[src/rtl/line_fetch_sequencer.sv]
// Per-scanline tile fetch sequencer: walks FETCHES 16-pixel slots per line,
// presenting tile_bram coordinates and line-buffer x under a valid/ready handshake.
module line_fetch_sequencer #(
    parameter int CORDW   = 11,
    parameter int FETCHES = 41
) (
    input  logic             clk_pix,
    input  logic             rst_pix,
    input  logic             line,
    input  logic [CORDW-1:0] sy,
    input  logic [10:0]      scroll_x,
    input  logic             ready,
    output logic             valid,
    output logic [4:0]       tile_y,
    output logic [2:0]       tile_row,
    output logic [4:0]       tile_x,
    output logic             tile_col,
    output logic [10:0]      lb_x,
    output logic             bufsel,
    output logic             line_start,
    output logic             busy,
    output logic             done
);

    typedef enum logic [1:0] {IDLE, FETCH, DONE} state_t;

    state_t      state, state_next;
    logic [6:0]  idx;
    logic [5:0]  tc;
    logic        hs;
    logic        last;
    logic        unused_bits;

    assign hs   = (state == FETCH) && ready;
    assign last = (idx == 7'(FETCHES - 1));

    // Map is 64 half-tiles wide, and rows repeat every 4 lines, so these bits never matter.
    assign unused_bits = ^{scroll_x[10], sy[CORDW-1:10], sy[1]};

    always_ff @(posedge clk_pix) begin
        if (rst_pix) state <= IDLE;
        else         state <= state_next;
    end

    always_comb begin
        state_next = state;
        if (line) begin
            state_next = FETCH;
        end else begin
            case (state)
                IDLE:    state_next = IDLE;
                FETCH:   if (ready && last) state_next = DONE;
                DONE:    state_next = IDLE;
                default: state_next = IDLE;
            endcase
        end
    end

    always_comb begin
        valid = (state == FETCH);
        busy  = (state == FETCH);
        done  = (state == DONE);
    end

    // Counters stop on the final slot so coordinates hold their last value after the line.
    always_ff @(posedge clk_pix) begin
        if (rst_pix) begin
            idx        <= '0;
            tc         <= '0;
            lb_x       <= '0;
            tile_y     <= '0;
            tile_row   <= '0;
            bufsel     <= 1'b0;
            line_start <= 1'b0;
        end else begin
            line_start <= line;
            if (line) begin
                idx      <= '0;
                tc       <= scroll_x[9:4];
                lb_x     <= 11'd0 - {7'd0, scroll_x[3:0]};
                tile_y   <= sy[9:5];
                tile_row <= sy[4:2];
                bufsel   <= sy[0];
            end else if (hs && !last) begin
                idx  <= idx + 7'd1;
                tc   <= tc + 6'd1;
                lb_x <= lb_x + 11'd16;
            end
        end
    end

    assign tile_x   = tc[5:1];
    assign tile_col = tc[0];

endmodule

[config.mk]
export PLATFORM = sky130hd
export DESIGN_NAME = line_fetch_sequencer
export DESIGN_NICKNAME = d
export VERILOG_FILES = /design/src/rtl/line_fetch_sequencer.sv
export SDC_FILE = /design/constraint.sdc
export NUM_CORES = 1
export LEC_CHECK = 0
export ABC_AREA = 1
export CAP_MARGIN = 20
export CORE_MARGIN = 2
export CORE_UTILIZATION = 49
export CTS_CLUSTER_SIZE = 28
export DETAILED_ROUTE_END_ITERATION = 8
export HOLD_SLACK_MARGIN = 0.15
export PLACE_DENSITY_LB_ADDON = 0.25
export SLEW_MARGIN = 20
export SYNTH_ARGS = -nofsm -noshare
export SYNTH_HDL_FRONTEND = slang
export SYNTH_SLANG_ARGS = --single-unit
[constraint.sdc]
create_clock -name clk_pix -period 2.3 [get_ports clk_pix]
set_input_delay 0.46 -clock clk_pix [delete_from_list [all_inputs] [get_ports clk_pix]]
set_output_delay 0.46 -clock clk_pix [all_outputs]
set_load 0.005 [all_outputs]
# Word-level counts from Yosys, hierarchy flattened
# Index checks and enable logic that the tools add are counted.
[totals]
ff_bits = 36
inputBits = 26
out_inout_bits = 30
wordCells = 32
[op_classes]
mux = 7
n_addsub = 4
reduce_logical = 7
eq_ne = 4
n_bitwise = 1
[ops]
columns = ["cell", "count"]
rows = [
  ["$mux W11", 2],
  ["$mux W6", 2],
  ["$add A11 B5 Y11 const B", 1],
  ["$add A7 B1 Y7 const B", 1],
  ["$eq A7 B6 Y1 const B", 1],
  ["$add A6 B1 Y6 const B", 1],
  ["$sub A1 B4 Y5 const A", 1],
  ["$logic_and A1 B1 Y1", 3],
  ["$mux W1", 3],
  ["$ne A3 B2 Y1 const B", 1],
  ["$reduce_or A3 Y1", 1],
  ["$eq A2 B1 Y1 const B", 1],
  ["$eq A2 B2 Y1 const B", 1],
  ["$reduce_bool A2 Y1", 1],
  ["$reduce_or A2 Y1", 1],
  ["$logic_not A1 Y1", 1],
  ["$not A1 Y1", 1],
]

# Logic depth before layout (Yosys ltp)
[logic_depth]
depth_word = 5
ltp_mapped = 11
depth_no_buf = 11

# Worst setup path before layout
# No wires, ideal clock.
[synth_path]
kind = "register to register"
from = "register idx[0]"
to = "register lb_x[4]"
synth_period_minus_slack_ns = 1.341
setup_time_ns = 0.072
arrival_time_ns = 1.268
required_time_ns = 2.228
path_stages_with_launch = 11
path_buffers = 1
path_slack_ns = 0.959
cell_sequence = "dfxtp_1 > inv_1 > ha_1 > nand2_1 > inv_2 > nand3_4 > nand2_8 > nand2_4 > buf_6 > nor2_2 > nor3b_2"
[synth_via]
elab_chain_len = 4
[synth_lines]
columns = ["element", "line", "source"]
rows = [
  ["start: declaration", "28", "logic [6:0] idx;"],
  ["start signal: assignment", "85", "idx <= idx + 7'd1;"],
  ["$eq A7 B6 Y1", "35", "assign last = (idx == 7'(FETCHES - 1));"],
  ["$logic_not A1 Y1", "84", "end else if (hs && !last) begin"],
  ["$logic_and A1 B1 Y1", "84", ""],
  ["$reduce_bool A2 Y1 (no line)", "-", ""],
  ["end signal: assignment", "80", "lb_x <= 11'd0 - {7'd0, scroll_x[3:0]};"],
  ["end signal: assignment", "87", "lb_x <= lb_x + 11'd16;"],
  ["end: declaration", "18", "output logic [10:0] lb_x,"],
]
# Every way passes these cells.
# A chain may end at the register's enable or synchronous reset.

# Worst setup path after layout
[layout_path]
from = "register state[1]"
to = "output port busy"
[layout_via]
elab_chain_len = 1
[layout_lines]
columns = ["element", "line", "source"]
rows = [
  ["start: declaration", "27", "state_t state, state_next;"],
  ["start signal: assignment", "42", "else state <= state_next;"],
  ["$eq A2 B1 Y1", "61", "busy = (state == FETCH);"],
  ["end: declaration", "21", "output logic busy,"],
]
# Every way passes these cells.

==> impl_metrics.json <==
{
  "hold_violations": 0,
  "drt_first_pass_iters": 4,
  "crit_path_end_kind": "output pin",
  "grt_usage": 0.196,
  "clkSlewWorstSetupHoldPaths_ns": 0.11,
  "intPower_uw": 955,
  "synth_top_area_frac": 0.408,
  "synthTopCellsByArea": "dfxtp_1 (41%), nand2_1 (11%), a21oi_1 (5.1%), a22o_1 (5.0%), inv_1 (4.9%)",
  "grt_setup_unrepaired": "no",
  "finalNetCount": 320,
  "slowest_stage": "clkdlybuf4s50_1",
  "htree_levels": 2,
  "io_pins": 56,
  "finalSetupViolCount": 0,
  "synth_warnings": 0,
  "cts_buffers": 5,
  "seq_power_share": 0.535,
  "syn_nets": 265,
  "antenna_found_initial": 0,
  "pwr-share-clk": 0.272,
  "die_area_mm2": 0.00410,
  "wl_mm": 3.76,
  "critical_path_peak_fanout": 3,
  "hold_class": "flop to flop",
  "status": "complete, no violations",
  "fin_util": 0.704,
  "grt_pass1_wl_mm": 6.30,
  "area.growth.synth_to_final_pct": 35.0,
  "fin_skew_ns": 0.00591,
  "drc": 0,
  "cp_cell_sequence": "inv_2 -> nand2_2 -> inv_1 -> clkdlybuf4s50_1",
  "critPathBufInv": 3,
  "cp.required_ns": 1.84,
  "fmax_mhz": 536,
  "powerDensity_mw_per_mm2": 544,
  "period_share": 0.810,
  "setup_tns_ns": 0,
  "fillers": 282,
  "start_util": 0.522,
  "post-dp-hpwl_mm": 2.85,
  "finalWeightedCongestion": 0.789,
  "drive_gt1_frac": 0.100,
  "num_antenna_cells": 0,
  "row_count": 21,
  "cp_slowest_stage_delay_ns": 0.52,
  "cts-root-buf": "clkbuf_4",
  "clk_latency_ns": 0.34,
  "die_h_um": 64.1,
  "path_class": "flop to output pin",
  "layout_common_cells": "clkdlybuf4s50_1 (52), nand2_1 (50), dfxtp_1 (36), inv_1 (23), a21oi_1 (18)",
  "relSlewSlack": 0.489,
  "yosys.area.top_type": "dfxtp_1",
  "antenna_left": 0,
  "drv_cap": 0,
  "multi_input_area_um2": 882,
  "yosysSeqAreaShare": 0.408,
  "stdcell_area_mm2": 0.00239,
  "clock-sinks": 36,
  "core_area_mm2": 0.00339,
  "via_per_inst": 5.06,
  "synth_cells": 234,
  "seq_area_um2": 721,
  "vias": 1699,
  "cts_tree": "built",
  "slew_viol_final": 0,
  "hold_slack_ns": 0.466,
  "period_needed_ns": 1.86,
  "die_w_um": 64.1,
  "cts_buffer_depth": 2,
  "final_common_cell": "clkdlybuf4s50_1",
  "cts_resized": 0,
  "pwr-share-comb": 0.194,
  "leakagePower_uw": 0.000956,
  "syn_avg_cell_area_um2": 7.56,
  "worst_pin_slew_ns": 0.764,
  "p_sw_uw": 342,
  "ys_ff_latch": 36,
  "portBuffers": 52,
  "cp_data_arrival_time_ns": 1.40,
  "grt_pass1_vias": 1490,
  "hold_buffers": 0,
  "cp-start-kind": "flop",
  "grt_overflow": 0,
  "synth_cell_types": 28,
  "sw_frac_of_total": 0.264,
  "crit_family": "buffers and inverters",
  "syn_area_mm2": 0.00177,
  "power_uw": 1300,
  "dr.first_iter.drc_count": 71,
  "grt_start_max_net_pins": 21,
  "place_area_mm2": 0.00233,
  "cts_setup_buffers": 0,
  "routedWlPerCell_um": 11.2,
  "ir_worst_vdd_mv": 0.359
}
sequential cells by signal (all words and copies together) (netlist names):
name / count
tile_row: 3
tc: 6
bufsel: 1
idx: 7
state: 2
tile_y: 5
lb_x: 11
line_start: 1
layout make-up:
| type | count | area share |
|---|---|---|
| Multi-Input combinational cell | 159 | 0.370 |
| Inverter | 31 | 0.0488 |
| Sequential cell | 36 | 0.302 |
| Clock buffer | 8 | 0.0246 |
| Timing Repair Buffer | 56 | 0.231 |
| Tap cell | 46 | 0.0241 |
cells in the mapped netlist:
library cell / number
inv_2: 8
buf_4: 1
ha_1: 5
o21bai_1: 3
a22o_1: 10
o21ai_1: 15
inv_1: 23
o211ai_1: 1
dfxtp_1: 36
nand2_1: 50
o21ai_2: 1
nand2_2: 1
nor2_1: 16
nand4_1: 4
o21ai_0: 5
nor2_4: 3
nor3b_2: 1
nand3_4: 1
buf_2: 6
xnor2_1: 1
buf_6: 1
nand3_1: 17
xor2_1: 2
nand2_4: 1
nand2_8: 1
nor2_2: 2
a21oi_1: 18
nor3_1: 1
per-layer routing:
metal,GRT usage,routed length (µm)
met1,0.238,1690
met2,0.310,1780
met3,0.0739,235
met4,0.0815,59
met5,0,0
final timing paths:
| path | from | endpoint | slack [ns] | depth (start not counted) |
|---|---|---|---|---|
| worst min register to register | lb_x[3] | lb_x[3] | 0.47 | 2 |
| worst max register to register | idx[0] | lb_x[6] | 0.77 | 8 |
| worst max-delay path | state[1] | busy | 0.44 | 4 |
| worst min-delay path | lb_x[3] | lb_x[3] | 0.47 | 2 |
tightest hold or removal path: cells and delay by family, from the launching register on:
kind | cells | cell delay, ns
AO/OA/AOI/OAI | 1 | 0.05
flip-flops | 1 | 0.33
AND/OR/NAND/NOR | 1 | 0.05
power by group through the flow:
stage / logic [µW] / registers [µW] / clock network, µW
4_1_cts: 253 / 693 / 365
5_1_grt: 278 / 699 / 388
6_report: 251 / 693 / 352
2_1_floorplan: 120 / 706 / 0
3_3_place_gp: 247 / 707 / 0
3_5_place_dp: 253 / 707 / 0
metrics by stage:
step | cells | worst slack, ns
after CTS | 336 | 0.414
after floorplan | 234 | 0.959
after global routing | 336 | 0.364
after global placement | 328 | 0.296
after detailed placement | 328 | 0.305
final | 336 | 0.436
cells by family (layout without fill, tap and decap cells):
group                    after synthesis  in the layout  synth area share
AO/OA/AOI/OAI                         53             53             0.179
XOR/XNOR                               3              3            0.0149
adder cells (fa/ha/maj)                5              5            0.0354
buffers and inverters                 39             95            0.0934
flip-flops                            36             36             0.408
AND/OR/NAND/NOR                       98             98             0.270
(Power assumes the default switching activity.)
